## src/rtl/tick_pkg.sv

```systemverilog
// tick_pkg: shared mode/state encodings and small helpers for the multi-channel tick generator.
package tick_pkg;
  typedef enum logic [1:0] {
    MODE_OFF      = 2'b00,
    MODE_PERIODIC = 2'b01,
    MODE_ONESHOT  = 2'b10,
    MODE_RSVD     = 2'b11
  } mode_e;
  typedef enum logic [1:0] {
    ST_IDLE = 2'b00,
    ST_RUN  = 2'b01,
    ST_DONE = 2'b10
  } state_e;
  function automatic logic mode_runs(input logic [1:0] m);
    return m == MODE_PERIODIC || m == MODE_ONESHOT;
  endfunction
  function automatic int ch_w(input int n);
    return n > 1 ? $clog2(n) : 1;
  endfunction
endpackage

```

## src/rtl/tick_channel.sv

```systemverilog
// tick_channel: one independent down-counting tick/wave/done channel with IDLE/RUN/DONE control.
module tick_channel
  import tick_pkg::*;
#(
  parameter int          CNT_WIDTH      = 32,
  parameter int unsigned DEFAULT_PERIOD = 50000000
) (
  input  logic                 clk_sys,
  input  logic                 reset,
  input  logic                 enable_i,
  input  logic                 wr_i,
  input  logic                 start_i,
  input  logic [CNT_WIDTH-1:0] period_i,
  input  logic [1:0]           mode_i,
  output logic                 tick_o,
  output logic                 wave_o,
  output logic                 done_o
);
  localparam logic [CNT_WIDTH-1:0] DEF_P = CNT_WIDTH'(DEFAULT_PERIOD);
  localparam logic [CNT_WIDTH-1:0] ONE   = CNT_WIDTH'(1);
  state_e                 state_q, state_d;
  mode_e                  mode_q, mode_d;
  logic [CNT_WIDTH-1:0]   period_q, period_d, cnt_q, cnt_d;
  logic                   tick_q, tick_d, wave_q, wave_d, done_q, done_d;
  logic                   wr_run, arm, counting, expire;
  assign wr_run   = mode_runs(mode_i) && period_i != '0;
  // a write on the same channel takes precedence over a restart
  assign arm      = !wr_i && start_i && mode_runs(mode_q) && period_q != '0;
  assign counting = enable_i && state_q == ST_RUN;
  assign expire   = counting && cnt_q == '0;
  always_ff @(posedge clk_sys)
    if (reset) state_q <= ST_RUN;
    else       state_q <= state_d;
  always_comb
    state_d = wr_i ? (wr_run ? ST_RUN : ST_IDLE) :
              arm  ? ST_RUN :
              (expire && mode_q == MODE_ONESHOT) ? ST_DONE : state_q;
  always_comb begin
    period_d = wr_i ? period_i : period_q;
    mode_d   = wr_i ? mode_e'(mode_i) : mode_q;
    cnt_d    = wr_i            ? period_i - ONE :
               (arm || expire) ? period_q - ONE :
               counting        ? cnt_q - ONE : cnt_q;
    tick_d   = !wr_i && !arm && expire;
    wave_d   = wave_q ^ tick_d;
    done_d   = (wr_i || arm) ? 1'b0 : done_q || (tick_d && mode_q == MODE_ONESHOT);
  end
  always_ff @(posedge clk_sys)
    if (reset) begin
      period_q <= DEF_P;
      mode_q   <= MODE_PERIODIC;
      cnt_q    <= DEF_P - ONE;
      tick_q   <= 1'b0;
      wave_q   <= 1'b0;
      done_q   <= 1'b0;
    end else begin
      period_q <= period_d;
      mode_q   <= mode_d;
      cnt_q    <= cnt_d;
      tick_q   <= tick_d;
      wave_q   <= wave_d;
      done_q   <= done_d;
    end
  assign tick_o = tick_q;
  assign wave_o = wave_q;
  assign done_o = done_q;
endmodule

```

## src/rtl/multi_tick_gen.sv

```systemverilog
// multi_tick_gen: NUM_CH independent programmable tick generators sharing one config write port.
module multi_tick_gen
  import tick_pkg::*;
#(
  parameter int          NUM_CH         = 2,
  parameter int          CNT_WIDTH      = 32,
  parameter int unsigned DEFAULT_PERIOD = 50000000
) (
  input  logic                      clk_sys,
  input  logic                      reset,
  input  logic                      enable,
  input  logic                      cfg_we,
  input  logic [ch_w(NUM_CH)-1:0]   cfg_ch,
  input  logic [CNT_WIDTH-1:0]      cfg_period,
  input  logic [1:0]                cfg_mode,
  input  logic [NUM_CH-1:0]         ch_start,
  output logic [NUM_CH-1:0]         tick,
  output logic [NUM_CH-1:0]         wave,
  output logic [NUM_CH-1:0]         done
);
  localparam int CH_W = ch_w(NUM_CH);
  for (genvar i = 0; i < NUM_CH; i++) begin : g_ch
    tick_channel #(
      .CNT_WIDTH     (CNT_WIDTH),
      .DEFAULT_PERIOD(DEFAULT_PERIOD)
    ) u_ch (
      .clk_sys (clk_sys),
      .reset   (reset),
      .enable_i(enable),
      .wr_i    (cfg_we && cfg_ch == CH_W'(i)),
      .start_i (ch_start[i]),
      .period_i(cfg_period),
      .mode_i  (cfg_mode),
      .tick_o  (tick[i]),
      .wave_o  (wave[i]),
      .done_o  (done[i])
    );
  end
endmodule

```

## config.mk

```make
export PLATFORM = sky130hd
export DESIGN_NAME = multi_tick_gen
export DESIGN_NICKNAME = d
export VERILOG_FILES = /design/src/rtl/tick_pkg.sv /design/src/rtl/tick_channel.sv /design/src/rtl/multi_tick_gen.sv
export SDC_FILE = /design/constraint.sdc
export NUM_CORES = 1
export LEC_CHECK = 0
export BUFFER_PORTS_ARGS = -buffer_cell sky130_fd_sc_hd__buf_2
export CORE_MARGIN = 1.5
export CORE_UTILIZATION = 55
export CTS_BUF_LIST = sky130_fd_sc_hd__clkbuf_8
export DETAILED_ROUTE_END_ITERATION = 6
export HOLD_SLACK_MARGIN = 0.12
export PLACE_DENSITY = 0.73
export SLEW_MARGIN = 10
export SYNTH_ARGS = -nofsm -noshare
export SYNTH_HDL_FRONTEND = slang
export SYNTH_SLANG_ARGS = --single-unit
```

## constraint.sdc

```tcl
create_clock -name clk_sys -period 11.6 [get_ports clk_sys]
set_input_delay 1.74 -clock clk_sys [delete_from_list [all_inputs] [get_ports clk_sys]]
set_output_delay 1.74 -clock clk_sys [all_outputs]
set_load 0.02 [all_outputs]
```

After elaboration in Yosys (flattened, before gate mapping)
Index checks and enable logic that the tools add are counted.

Multiplexer cells: 13. Add/sub/neg operators: 5. Reduce and logical (&&, ||, !) cells: 45. Bitwise logic cells: 3. Equality and inequality tests: 8.

Operators with widths (count): $mux 32 (6); $sub 32x1->32 const B (5); $reduce_bool 32->1 (3); $logic_not 32->1 (2); $logic_and 1x1->1 (21); $mux 2 (6); $reduce_bool 3->1 (4); $eq 2x1->1 const B (5); $logic_or 1x1->1 (9); $eq 2x2->1 const B (3); $logic_not 1->1 (4); $reduce_or 2->1 (2); $xor 1x1->1 (2); $mux 1 (1); $not 1->1 (1).

Bits in registers: 142. Input port bits: 41. Logic and storage cells: 88. Output and inout bits: 6.

Logic depth before layout (Yosys ltp)
Gate-level depths: netlist (run 1).

Depth after elaboration: 11. Gate-level depth with buffers: 19.

Modules after synthesis
Synthesis (run 1) repeated with hierarchy kept, for this count alone.

Cells, all modules: 1064. Area total of the unflattened synthesis: 8264.2 um2.

By module, submodules not included: tick_channel (times used 2, cells an instance 531, area each 4124.0 um2); multi_tick_gen (times used 1, cells an instance 2, area each 16.3 um2).

Worst setup path before layout (run 1)
OpenSTA, ideal clock, no wires.

Kind: input to register. Start: input cfg_we. End: register g_ch[0].u_ch.cnt_q[30]. Stages: 18. Data arrival time: 5444 ps. Library setup time: 95 ps. Path slack: 6061 ps. Cell sequence: nor2b_1 > clkbuf_1 > nor3b_1 > o31a_1 > buf_2 > nor2_1 > buf_2 > buf_2 > mux2i_1 > ha_1 > clkbuf_1 > nand3_1 > nor2_1 > or4b_2 > mux2i_1 > nand3_1 > xnor2_1 > a221oi_1.

Longest elaborated chain between the ends: 8. Elaborated cells between the ends (all ways): 9. Those cells by class: mux: 2; reduce/logical: 7.

Ends and longest elaborated chain: start: declaration (line multi_tick_gen.sv:12) `input logic cfg_we,`; $logic_and 1x1->1 (*) (line multi_tick_gen.sv:30) `.wr_i (cfg_we && cfg_ch == CH_W'(i)),`; $logic_not 1->1 (line tick_channel.sv:28) `assign arm = !wr_i && start_i && mode_runs(mode_q) && period_q != '0;`; $logic_and 1x1->1 (3 in series) (line tick_channel.sv:28); $logic_or 1x1->1 (line tick_channel.sv:42) `(arm || expire) ? period_q - ONE :`; $mux 32 (line tick_channel.sv:42); $mux 32 (line tick_channel.sv:41) `cnt_d = wr_i ? period_i - ONE :`; end signal: assignment (line tick_channel.sv:52) `cnt_q <= DEF_P - ONE;`; end signal: assignment (line tick_channel.sv:59) `cnt_q <= cnt_d;`; end: declaration (line tick_channel.sv:23) `logic [CNT_WIDTH-1:0] period_q, period_d, cnt_q, cnt_d;`.

Mark *: on every way between the ends. The rest lies on a longest branch, timed or not. A chain may end at the register's enable or synchronous reset.

Final worst setup path (run 1)
Start: input cfg_ch. End: register g_ch[1].u_ch.cnt_q[22].

Longest elaborated chain between the ends: 8. Elaborated cells between the ends (all ways): 9. Those cells by class: mux: 2; reduce/logical: 7.

Ends and longest elaborated chain: start: declaration (line multi_tick_gen.sv:13) `input logic [ch_w(NUM_CH)-1:0] cfg_ch,`; $logic_and 1x1->1 (*) (line multi_tick_gen.sv:30); $logic_not 1->1 (line tick_channel.sv:28); $logic_and 1x1->1 (3 in series) (line tick_channel.sv:28); $logic_or 1x1->1 (line tick_channel.sv:42); $mux 32 (line tick_channel.sv:42); $mux 32 (line tick_channel.sv:41); end signal: assignment (line tick_channel.sv:52); end signal: assignment (line tick_channel.sv:59); end: declaration (line tick_channel.sv:23).

Marked as above.

==> results.md, run 1 <==
* Final Util at 0.607
* Area Growth Syn to Fin at 8.14%
* Layout cells sized above 1 at 0.100
* Slowest cell on crit path: nor2_4
* Initial cell density of the core at 0.561
* Peak supply drop at 111 uV
* Hold buffers post-CTS at 0
* Root Driver: clkbuf_8
* Drc violations at 0
* Gpl congestion at 0.947
* Avg Inst Size Synth at 7.57 sq um
* Final Hold Slack at 0.472 ns
* Fin crit share at 0.542
* Largest net degree at the start of global routing at 98
* Post-DRT Antenna Nets at 0
* # port buffers at 46
* Final setup vio count at 0
* Max Clock Skew at 0.0152 ns
* Post-synthesis cell type count at 74
* Fraction of registers with async set/reset at 0
* I/O pins at 47
* DR iter-0 viols at 973
* Multi-input gate area at 0.00601 sq mm
* Clk sinks at 142
* Crit path DAT at 6.65 ns
* Drt first pass iters at 5
* Status: finished, final reports clean
* Worst-path clk slew at 0.09 ns
* Highest Clock Rate at 0.159 GHz
* Die width at 133 um
* Routed via count at 9,224
* Crit path top cell by count: mux2i_1
* Synth warn at 0
* CP endpoint kind: flop
* Flop and latch count out of synthesis at 142
* Mapped Cells at 1,220
* CTS tree: yes
* Vias in the first global route at 8,368
* RSZ-0062 raised after global routing: false
* # rows at 47
* Total CTS buffers at 17
* Pwr Density at 133 mW/mm^2
* Syn Nets at 1,267
* Post-synthesis sequential area ratio at 0.308
* RR Endpoint: g_ch[1].u_ch.cnt_q[22]
* Final slew viol count at 0
* Crit path required time at 11.96 ns
* Reg area at 0.00284 sq mm
* Critical path class: input port to flop
* Leak at 0.00369 uW
* FF-to-FF setup slack at 5.78 ns
* Clk_lat worst skew at 0.47 ns
* Core Region at 0.0165 sq mm
* Final #Nets at 1,264
* Crit-path max cell delay at 0.89 ns
* Final Hold Vio Count at 0
* Worst Max-Slew Pin Slew at 1.19 ns
* Worst setup endpoint: g_ch[1].u_ch.cnt_q[22]
* Fin Setup TNS at 0 ns
* Die area at 0.0176 sq mm
* Post-CTS Setup Inserts at 0
* Final wirelength at 28,000 um
* # diodes at 0
* Hold WC Path Type: flop to flop
* Synthesized cell area at 0.00924 sq mm
* Register-to-Register Path Depth at 14
* Tot Pwr at 1330 uW
* EDFF count, synth at 0
* Origin of the critical flop-to-flop path: g_ch[1].u_ch.period_q[3]
* Worst-path cell chain: buf_2 > and2_2 > buf_4 > nor3b_1 > o41a_1 > nor2_4 > mux2i_1 > ha_1 > nand2b_1 > nor4_1 > nor2b_1 > a22oi_1 > a22oi_4 > nand2_1 > mux2i_1 > or3_1
* Clock tree buffer depth at 2
* Via-to-Cell Ratio at 6.36
* PostCTS Resize Cnt at 0
* Die Span Y at 133 um
* All-layer global routing usage at 0.316
* Min Tclk post-route at 6.29 ns
* CP max FO at 58
* First-pass GRT wire length at 44,500 um
* Primary FF master, synth: dfxtp_1
* Initial antenna violation count at 0
* Maxcap violations at 0
* Dpl hpwl at 19,800 um
* Total grt overflow at 0
* Startpoint types: input port
* Fillers at 1,549
* Worst Setup SP: cfg_ch
* Worst slew margin at 0.207
* Wire per inst at 19.3 um
* H-tree depth at 4
==> sequential cells by signal, summed over array words and instances, names as in the netlist <==
name                count
g_ch.u_ch.period_q     64
g_ch.u_ch.wave_o        2
g_ch.u_ch.state_q       4
g_ch.u_ch.tick_o        2
g_ch.u_ch.done_o        2
g_ch.u_ch.mode_q        4
g_ch.u_ch.cnt_q        64
==> layout by cell type, fill, tap and decap left out, drive strengths merged, types with 18 or more instances in the layout <==
cell type  instances
a21oi             99
buf               57
clkbuf            20
dfxtp            142
mux2i             50
nand2            199
nand3             24
nand3b            33
nor2             121
nor3              61
nor4              36
o21ai             38
or3               29
or4               18
xnor2             51
xor2              42
==> cell type report <==
| type | count | share of cell area |
|---|---|---|
| inverters | 10 | 0.00376 |
| multi-input cells | 989 | 0.602 |
| clock inverters | 12 | 0.0231 |
| clock buffers | 20 | 0.0276 |
| flip-flops and latches | 142 | 0.285 |
| repair buffers | 57 | 0.0316 |
| well taps | 220 | 0.0276 |
==> logic make-up (layout without fill, tap and decap cells) <==
logic type,Yosys count,after routing,share of synthesized area
adders and majority gates,6,6,0.00813
muxes,55,55,0.0603
and+or+nand+nor,582,582,0.309
DFF,142,142,0.308
xor gates and xnor gates,93,93,0.0882
AOI/OAI and AO/OA,253,253,0.182
buffers and inverters,89,99,0.0436
==> Yosys cell counts, types with 4 or more instances <==
cell,instances,area [sq um]
inv_1,10,37.5
or3_1,28,175
nor2b_1,6,37.5
o211ai_1,6,45.0
o221ai_1,4,35.0
o22ai_1,4,25.0
nor2_1,119,447
nand4b_1,4,35.0
or2_2,6,37.5
and2_1,4,25.0
a211oi_1,14,105
or4_1,17,128
a2111oi_0,4,35.0
a22oi_1,5,37.5
nand2b_1,9,56.3
clkbuf_1,46,173
o21bai_1,12,90.1
o21ai_0,33,165
mux2i_1,50,500
xnor2_1,51,447
nand4_1,7,43.8
buf_1,11,41.3
o41ai_1,5,43.8
ha_1,6,75.1
a211o_1,6,52.6
nor3_1,61,305
and3_1,11,68.8
nand3b_1,33,248
nand2_1,199,747
a31oi_1,8,50.1
a21o_1,4,30.0
nor3b_1,4,30.0
mux2_2,5,56.3
a21oi_1,98,490
nand3_1,24,120
dfxtp_1,142,2840
a221oi_1,15,131
nor4_1,36,225
buf_4,9,67.6
buf_2,9,45.0
xor2_1,42,368
==> worst max-delay path, delay by kind of cell <==
| kind | cells | cell delay (ns) |
|---|---|---|
| simple gates | 8 | 2.57 |
| compound gates | 3 | 0.83 |
| buf+inv | 2 | 0.63 |
| mux | 2 | 0.45 |
| fa+ha+maj | 1 | 0.38 |
==> report_power, final <==
part           switching [uW]  internal (uW)  leakage, uW  total [uW]
combinational             150           97.5      0.00228         247
sequential               47.7            525      0.00117         572
clock                     209            297     0.000246         506
==> worst min path at each step <==
stage / from / end / slack [ns] / cells after the start
after floorplan: g_ch[1].u_ch.mode_q[0] / g_ch[1].u_ch.mode_q[0] / 0.44 / 2
after global placement: g_ch[0].u_ch.mode_q[1] / g_ch[0].u_ch.mode_q[1] / 0.45 / 2
after detailed placement: g_ch[0].u_ch.mode_q[1] / g_ch[0].u_ch.mode_q[1] / 0.46 / 2
after CTS: g_ch[0].u_ch.mode_q[1] / g_ch[0].u_ch.mode_q[1] / 0.47 / 2
after global routing: g_ch[1].u_ch.period_q[30] / g_ch[1].u_ch.period_q[30] / 0.50 / 2
final: g_ch[0].u_ch.mode_q[1] / g_ch[0].u_ch.mode_q[1] / 0.47 / 2
==> stage by stage <==
stage,instances,area (sq um),setup WS [ns]
after floorplan,1220,9240,6.06
after global placement,1418,9480,5.06
after detailed placement,1418,9480,4.94
after CTS,1450,9990,5.43
after global routing,1450,9990,5.01
final,1450,9990,5.31
==> metal layers <==
| layer | wire [um] | global-route usage | vias up |
|---|---|---|---|
| met5 | 0 | 0 | - |
| met4 | 1090 | 0.137 | 0 |
| met3 | 1890 | 0.0586 | 67 |
| met2 | 12400 | 0.486 | 395 |
| met1 | 12600 | 0.434 | 4360 |
| li1 | - | - | 4402 |
No activity file was read; power rests on OpenSTA's default activity.
==> inputs of run 2 (changes only) <==
--- a/config.mk
+++ b/config.mk
@@ -5,6 +5,7 @@
 export SDC_FILE = /design/constraint.sdc
 export NUM_CORES = 1
 export LEC_CHECK = 0
+export ABC_AREA = 1
 export BUFFER_PORTS_ARGS = -buffer_cell sky130_fd_sc_hd__buf_2
 export CORE_MARGIN = 1.5
 export CORE_UTILIZATION = 55
==> constraint.sdc (replaced) <==
create_clock -name clk_sys -period 6.6 [get_ports clk_sys]
set_input_delay 0.99 -clock clk_sys [delete_from_list [all_inputs] [get_ports clk_sys]]
set_output_delay 0.99 -clock clk_sys [all_outputs]
set_load 0.02 [all_outputs]
==> run 2 against run 1 <==
  * First-iteration DRC count increased by 4.2%
  * Critical path depth rose by 6
  * Worst hold slack worse by 0.026 ns
==> results.md, run 2 <==
* Status: finished, final reports clean (unchanged)
* Vias in the first global route at 9,783 (was 8,368)
* Final setup vio count at 0 (unchanged)
* Most frequent cell after synthesis: nand2_1 (unchanged)
* Synth warn at 0 (unchanged)
* Post-synthesis cell type count at 42 (was 74)
* Slowest cell on crit path: inv_4 (was nor2_4)
* Switch Pwr at 829 uW (was 407 uW)
* Critical path class: input port to flop (unchanged)
* Mapped Cells at 1,701 (was 1,220)
* Worst-path cell chain: buf_2 > inv_2 > nor2_4 > inv_4 > nand2_1 > nor2_2 > o21ai_4 > nand2_4 > inv_1 > nand2_1 > nand2_2 > inv_1 > ha_1 > nand2_1 > nor2_1 > nand2_1 > nor2_2 > nand2_1 > nand2_1 > nand3_1 > nand2_1 > nand2_1 (was buf_2 > and2_2 > buf_4 > nor3b_1 > o41a_1 > nor2_4 > mux2i_1 > ha_1 > nand2b_1 > nor4_1 > nor2b_1 > a22oi_1 > a22oi_4 > nand2_1 > mux2i_1 > or3_1)
* Hold buffers post-CTS at 0 (unchanged)
* Final slew viol count at 0 (unchanged)
* Hold depth at 2 (unchanged)
* Die width at 138 um (was 133 um)
* Crit path top cell by count: nand2_1 (was mux2i_1)
* Layout cells sized above 1 at 0.0964 (was 0.100)
* Worst Max-Slew Pin Slew at 1.07 ns (was 1.19 ns)
* I/O pins at 47 (unchanged)
* CTS tree: yes (unchanged)
* Highest Clock Rate at 0.257 GHz
* Startpoint types: input port (unchanged)
* Area contributors post-synth: dfxtp_1 (28%), nand2_1 (18%), inv_1 (8.6%) (was dfxtp_1 (31%), nand2_1 (8.1%), mux2i_1 (5.4%))
* CP endpoint kind: flop (unchanged)
* Pwr Density at 223 mW/mm^2 (was 133 mW/mm^2)
* H-tree depth at 4 (unchanged)
* PostCTS Resize Cnt at 0 (unchanged)
* Gpl congestion at 0.976 (was 0.947)
* Routed via count at 10,600 (was 9,224)
* Post-DRT Antenna Nets at 0 (unchanged)
* Primary FF master, synth: dfxtp_1 (unchanged)
* Final instance area at 0.0107 sq mm (was 0.00999 sq mm)
* Internal Power at 1550 uW (was 919 uW)
* Dpl hpwl at 22,900 um (was 19,800 um)
* Syn Nets at 1,748 (was 1,267)
* Commonest non-fill, non-tap cell in the layout: nand2_1 (unchanged)
* Avg Inst Size Synth at 5.92 sq um (was 7.57 sq um)
* Largest net degree at the start of global routing at 80 (was 98)
* Clk_lat worst skew at 0.46 ns (was 0.47 ns)
* Buf/Inv on CP at 5 (was 2)
* All-layer global routing usage at 0.324 (was 0.316)
* Register-to-Register Path Depth at 19 (was 14)
* Synth top area share at 0.282 (was 0.308)
* Initial cell density of the core at 0.560 (was 0.561)
* Fillers at 1,875 (was 1,549)
* Initial antenna violation count at 2 (was 0)
* Total grt overflow at 0 (unchanged)
* Most frequent cells in the layout: nand2_1 (490), inv_1 (232), nor2_1 (197) (was nand2_1 (198), dfxtp_1 (142), nor2_1 (118))
* First-pass GRT wire length at 49,900 um (was 44,500 um)
* Drc violations at 0 (unchanged)
* Final #Nets at 1,746 (was 1,264)
* Hold WC Path Type: flop to flop (unchanged)
* # rows at 49 (was 47)
* Flop and latch count out of synthesis at 142 (unchanged)
* Clock tree buffer depth at 2 (unchanged)
* Crit path required time at 6.96 ns (was 11.96 ns)
* Peak supply drop at 153 uV (was 111 uV)
* Clk sinks at 142 (unchanged)
* Switching share of total power at 0.348 (was 0.307)
* Max Clock Skew at 0.00984 ns (was 0.0152 ns)
* Worst slew margin at 0.284 (was 0.207)
* Fraction of registers with async set/reset at 0 (unchanged)
* Fin Setup TNS at 0 ns (unchanged)
* Fin crit share at 0.590
* Die area at 0.0191 sq mm (was 0.0176 sq mm)
* Synthesized cell area at 0.0101 sq mm (was 0.00924 sq mm)
* EDFF count, synth at 0 (unchanged)
* Total CTS buffers at 17 (unchanged)
* DR iter-0 viols at 1,014 (was 973)
* Clock Power Share at 0.320 (was 0.382)
* Yosys top cell by area: dfxtp_1 (unchanged)
* Post-synthesis sequential area ratio at 0.282 (was 0.308)
* RSZ-0062 raised after global routing: false (unchanged)
* Min Tclk post-route at 3.89 ns
* Crit-path max cell delay at 0.44 ns (was 0.89 ns)
* Comb pwr share at 0.268 (was 0.186)
* Wire per inst at 15.8 um (was 19.3 um)
* Maxcap violations at 0 (unchanged)
* # port buffers at 46 (unchanged)
* Share of power burned in registers at 0.412 (was 0.432)
* Top Registers: g_ch.u_ch.cnt_q (64), g_ch.u_ch.period_q (64) (unchanged)
* Post-CTS Setup Inserts at 0 (unchanged)
* Leak at 0.00514 uW (was 0.00369 uW)
* Drt first pass iters at 6 (was 5)
* Core Region at 0.0180 sq mm (was 0.0165 sq mm)
* Worst-path clk slew at 0.08 ns (was 0.09 ns)
* Synth top cells by count: nand2_1 (490), inv_1 (230), nor2_1 (197) (was nand2_1 (199), dfxtp_1 (142), nor2_1 (119))
* Root Driver: clkbuf_8 (unchanged)
* CP max FO at 62 (was 58)
* Final Hold Vio Count at 0 (unchanged)
* Top Family by Delay on Critical Path: simple AND/OR/NAND/NOR gates (unchanged)
* Stages on the worst setup path at 22 (was 16)
* Via-to-Cell Ratio at 5.46 (was 6.36)
* Final wirelength at 30,700 um (was 28,000 um)
* Area after DPL at 0.0103 sq mm (was 0.00948 sq mm)
* Area Growth Syn to Fin at 6.13% (was 8.14%)
* Die Span Y at 138 um (was 133 um)
* Crit path DAT at 4.25 ns (was 6.65 ns)
## run 2: cell types whose count changed after synthesis, moves of 50 or more
cell | previous run | this run
nand2_1 | 199 | 490
o21ai_0 | 33 | 122
mux2i_1 | 50 | 0
nand3_1 | 24 | 147
nor3_1 | 61 | 5
nor2_1 | 119 | 197
inv_1 | 10 | 230
## run 2: area by class of cell
| class | count | area [sq um] | area share |
|---|---|---|---|
| Clock inverter | 13 | 175 | 0.0164 |
| Sequential cell | 142 | 2840 | 0.266 |
| Timing Repair Buffer | 54 | 290 | 0.0272 |
| Tap cell | 229 | 287 | 0.0268 |
| Antenna cell | 1 | 2.50 | 0.000234 |
| Clock buffer | 18 | 248 | 0.0232 |
| Inverter | 244 | 920 | 0.0861 |
| Multi-Input combinational cell | 1240 | 5920 | 0.554 |
## run 2: final timing paths
path	from	endpoint	slack [ns]
worst max-delay path	cfg_we	g_ch[0].u_ch.cnt_q[20]	2.71
worst min-delay path	g_ch[1].u_ch.done_o	g_ch[1].u_ch.done_o	0.45
worst max register to register	g_ch[0].u_ch.period_q[4]	g_ch[0].u_ch.cnt_q[20]	2.79
worst min register to register	g_ch[1].u_ch.done_o	g_ch[1].u_ch.done_o	0.45
## run 2: worst min-delay path, stage by stage (launching register included)
cell     delay, ns
dfxtp_1       0.31
inv_1         0.04
a21oi_1       0.05
## run 2: power by group through the flow
stage / combinational, uW / sequential (uW) / clock [uW]
6_report: 639 / 982 / 761
2_1_floorplan: 480 / 985 / 0
4_1_cts: 629 / 980 / 774
5_1_grt: 722 / 990 / 810
3_5_place_dp: 624 / 999 / 0
3_3_place_gp: 617 / 997 / 0
## run 2: routing by layer
metal	vias up	part of all wire	GRT usage	wire length [um]
met2	371	0.45	0.512	13700
met1	4782	0.45	0.435	13900
li1	5363	-	-	-
met4	2	0.038	0.126	1160
met3	72	0.062	0.0634	1890
met5	-	0.00049	0	15
## run 2: cells by family after synthesis
logic type	share of synthesized area
flip-flops	0.282
AND/OR/NAND/NOR	0.409
adder cells (fa/ha/maj)	0.00746
XOR/XNOR	0.0270
AO/OA/AOI/OAI	0.145
buffers and inverters	0.130
## run 2: per-stage QoR
stage          setup WS, ns  hold WS (ns)  power [uW]  instances  utilization
3_5_place_dp           2.31         0.441        1620       1909        0.571
3_3_place_gp           2.44         0.433        1610       1909        0.571
4_1_cts                2.82         0.453        2380       1940        0.595
6_report               2.71         0.446        2380       1941        0.595
2_1_floorplan          3.60         0.425        1470       1701            -
5_1_grt                2.32         0.473        2520       1940        0.595
==> inputs of run 3 (changes only) <==
--- a/config.mk
+++ b/config.mk
@@ -12,7 +12,7 @@
 export CTS_BUF_LIST = sky130_fd_sc_hd__clkbuf_8
 export DETAILED_ROUTE_END_ITERATION = 6
 export HOLD_SLACK_MARGIN = 0.12
-export PLACE_DENSITY = 0.73
+export PLACE_DENSITY = 0.75
 export SLEW_MARGIN = 10
 export SYNTH_ARGS = -nofsm -noshare
 export SYNTH_HDL_FRONTEND = slang
==> constraint.sdc (replaced) <==
create_clock -name clk_sys -period 3.1 [get_ports clk_sys]
set_input_delay 0.465 -clock clk_sys [delete_from_list [all_inputs] [get_ports clk_sys]]
set_output_delay 0.465 -clock clk_sys [all_outputs]
set_load 0.02 [all_outputs]
==> run 3 against run 2 <==
  * Sequential share of layout area down 0.30 points
  * Cell count grew 0.52%
  * First-iteration DRC count increased by 16%
  * Largest cell class unchanged
  * Highest routed layer unchanged
==> results.md, run 3 (synthesis gave the netlist of run 2 again) <==
* Total CTS buffers at 17 (unchanged)
* Largest net degree at the start of global routing at 90 (was 80)
* Worst slew margin at 0.440 (was 0.284)
* Area after DPL at 0.0104 sq mm (was 0.0103 sq mm)
* All-layer global routing usage at 0.318 (was 0.324)
* Root Driver: clkbuf_8 (unchanged)
* Hold WC Path Type: input port to flop (was flop to flop)
* Slowest cell on crit path: dfxtp_1 (was inv_4)
* Clk sinks at 142 (unchanged)
* Vias in the first global route at 9,725 (was 9,783)
* Top Registers: g_ch.u_ch.cnt_q (64), g_ch.u_ch.period_q (64) (unchanged)
* Final instance area at 0.0108 sq mm (was 0.0107 sq mm)
* Commonest non-fill, non-tap cell in the layout: nand2_1 (unchanged)
* CP max FO at 20 (was 62)
* Final wirelength at 30,600 um (was 30,700 um)
* DR iter-0 viols at 1,178 (was 1,014)
* Final Util at 0.601 (was 0.595)
* Clk_lat worst skew at 0.46 ns (about the same)
* Dpl hpwl at 22,900 um (about the same)
* Crit path required time at 3.46 ns (was 6.96 ns)
* Pwr Density at 471 mW/mm^2 (was 223 mW/mm^2)
* Total grt overflow at 0 (unchanged)
* Hold buffers post-CTS at 0 (unchanged)
* Worst Max-Slew Pin Slew at 0.839 ns (was 1.07 ns)
* Die Span Y at 138 um (unchanged)
* Final setup vio count at 0 (unchanged)
* Min Tclk post-route at 2.84 ns
* Reg area at 0.00284 sq mm (unchanged)
* Die width at 138 um (unchanged)
* Initial antenna violation count at 1 (was 2)
* CTS tree: yes (unchanged)
* Maxcap violations at 0 (unchanged)
* Via-to-Cell Ratio at 5.43 (was 5.46)
* Die area at 0.0191 sq mm (unchanged)
* Hold Path Sink: g_ch[0].u_ch.mode_q[0] (was g_ch[1].u_ch.done_o)
* Clock tree buffer depth at 2 (unchanged)
* Critical path class: flop to flop (was input port to flop)
* Wire per inst at 15.7 um (was 15.8 um)
* Post-DRT Antenna Nets at 0 (unchanged)
* Status: finished, final reports clean (unchanged)
* HP Start: cfg_mode[0] (was g_ch[1].u_ch.done_o)
* Layout cells sized above 1 at 0.105 (was 0.0964)
* Highest Clock Rate at 0.352 GHz
* Crit path top cell by count: nand2_1 (unchanged)
* Crit-path max cell delay at 0.34 ns (was 0.44 ns)
* Gpl congestion at 0.966 (was 0.976)
* Worst-path cell chain: nor2_1 > nand2_1 > nor2_1 > nand2_1 > o21ai_4 > buf_4 > nand3_1 > nand2_1 > ha_1 > nand2_1 > nor2_4 > nand2_2 > nor2_2 > nand3_1 > nand3_1 > nand2_1 > nand2_1 > nand2_1 (was buf_2 > inv_2 > nor2_4 > inv_4 > nand2_1 > nor2_2 > o21ai_4 > nand2_4 > inv_1 > nand2_1 > nand2_2 > inv_1 > ha_1 > nand2_1 > nor2_1 > nand2_1 > nor2_2 > nand2_1 > nand2_1 > nand3_1 > nand2_1 > nand2_1)
* Initial cell density of the core at 0.560 (unchanged)
* RSZ-0062 raised after global routing: false (unchanged)
* FF-to-FF setup slack at 0.26 ns (was 2.79 ns)
* Fin Setup TNS at 0 ns (unchanged)
* # port buffers at 46 (unchanged)
* Multi-input gate area at 0.00593 sq mm (was 0.00592 sq mm)
* Buf/Inv on CP at 1 (was 5)
* RR Endpoint: g_ch[1].u_ch.cnt_q[12] (was g_ch[0].u_ch.cnt_q[20])
* Leak at 0.00519 uW (was 0.00514 uW)
* Worst-path clk slew at 0.08 ns (about the same)
* # rows at 49 (unchanged)
* Final Hold Vio Count at 0 (unchanged)
* Area Growth Syn to Fin at 7.32% (was 6.13%)
* Drt first pass iters at 6 (unchanged)
* Final #Nets at 1,756 (was 1,746)
* Core Region at 0.0180 sq mm (unchanged)
* Fillers at 1,789 (was 1,875)
* Drc violations at 0 (unchanged)
* H-tree depth at 4 (unchanged)
* Fin crit share at 0.917
* Origin of the critical flop-to-flop path: g_ch[1].u_ch.period_q[0] (was g_ch[0].u_ch.period_q[4])
* Routed via count at 10,600 (about the same)
* Most frequent cells in the layout: nand2_1 (490), inv_1 (230), nor2_1 (195) (was nand2_1 (490), inv_1 (232), nor2_1 (197))
* Final slew viol count at 0 (unchanged)
* Crit path DAT at 3.21 ns (was 4.25 ns)
* Post-CTS Setup Inserts at 0 (unchanged)
* First-pass GRT wire length at 49,400 um (was 49,900 um)
* Max Clock Skew at 0.0120 ns (was 0.00984 ns)
* # diodes at 0 (was 1)
* I/O pins at 47 (unchanged)
* Startpoint types: flop (was input port)
* Hold depth at 3 (was 2)
* Top Family by Delay on Critical Path: simple AND/OR/NAND/NOR gates (unchanged)
* CP endpoint kind: flop (unchanged)
* PostCTS Resize Cnt at 0 (unchanged)
* Peak supply drop at 275 uV (was 153 uV)
* Register-to-Register Path Depth at 18 (was 19)
[run 3: worst max path at each step]
stage                              startpoint  depth (start not counted)                endpoint  slack, ns
global route         g_ch[1].u_ch.period_q[0]                         17  g_ch[1].u_ch.cnt_q[21]       0.01
finish               g_ch[1].u_ch.period_q[0]                         18  g_ch[1].u_ch.cnt_q[12]       0.26
global placement                cfg_period[2]                         15  g_ch[1].u_ch.cnt_q[26]       0.19
detailed placement              cfg_period[2]                         15  g_ch[1].u_ch.cnt_q[26]       0.16
floorplan                              cfg_we                         21  g_ch[0].u_ch.cnt_q[20]       0.62
CTS                 g_ch[0].u_ch.period_q[19]                         18  g_ch[0].u_ch.cnt_q[20]       0.15
[run 3: layer usage]
layer | global-route usage | vias up | wire length, um
li1 | - | 5372 | -
met1 | 0.432 | 4722 | 13400
met2 | 0.503 | 428 | 13900
met3 | 0.0495 | 75 | 2200
met4 | 0.136 | 2 | 1120
met5 | 0 | - | 10
[run 3: stage by stage]
stage	worst slack [ns]	cells	power [uW]	hold slack [ns]
3_5_place_dp	0.159	1919	3480	0.437
4_1_cts	0.153	1951	5080	0.255
3_3_place_gp	0.186	1919	3460	0.435
6_report	0.257	1951	5090	0.263
2_1_floorplan	0.623	1701	3120	0.425
5_1_grt	0.0112	1951	5380	0.269
[run 3: worst min-delay path, delay by kind of cell]
kind                   cells  cell delay (ns)
buffers and inverters      1             0.11
AOI/OAI and AO/OA          1             0.07
and+or+nand+nor            1             0.05
[run 3: final cells by class]
cell class	instances	share of cell area
clock buffer	21	0.0268
clock inverter	11	0.0129
inverter	244	0.0851
multi-input combinational	1240	0.549
sequential	142	0.263
tap	229	0.0265
timing repair buffer	64	0.0365
[run 3: power by group]
group	internal [uW]	switching, uW
Clock	874	735
Combinational	447	949
Sequential	1990	96.8
Total	3310	1780
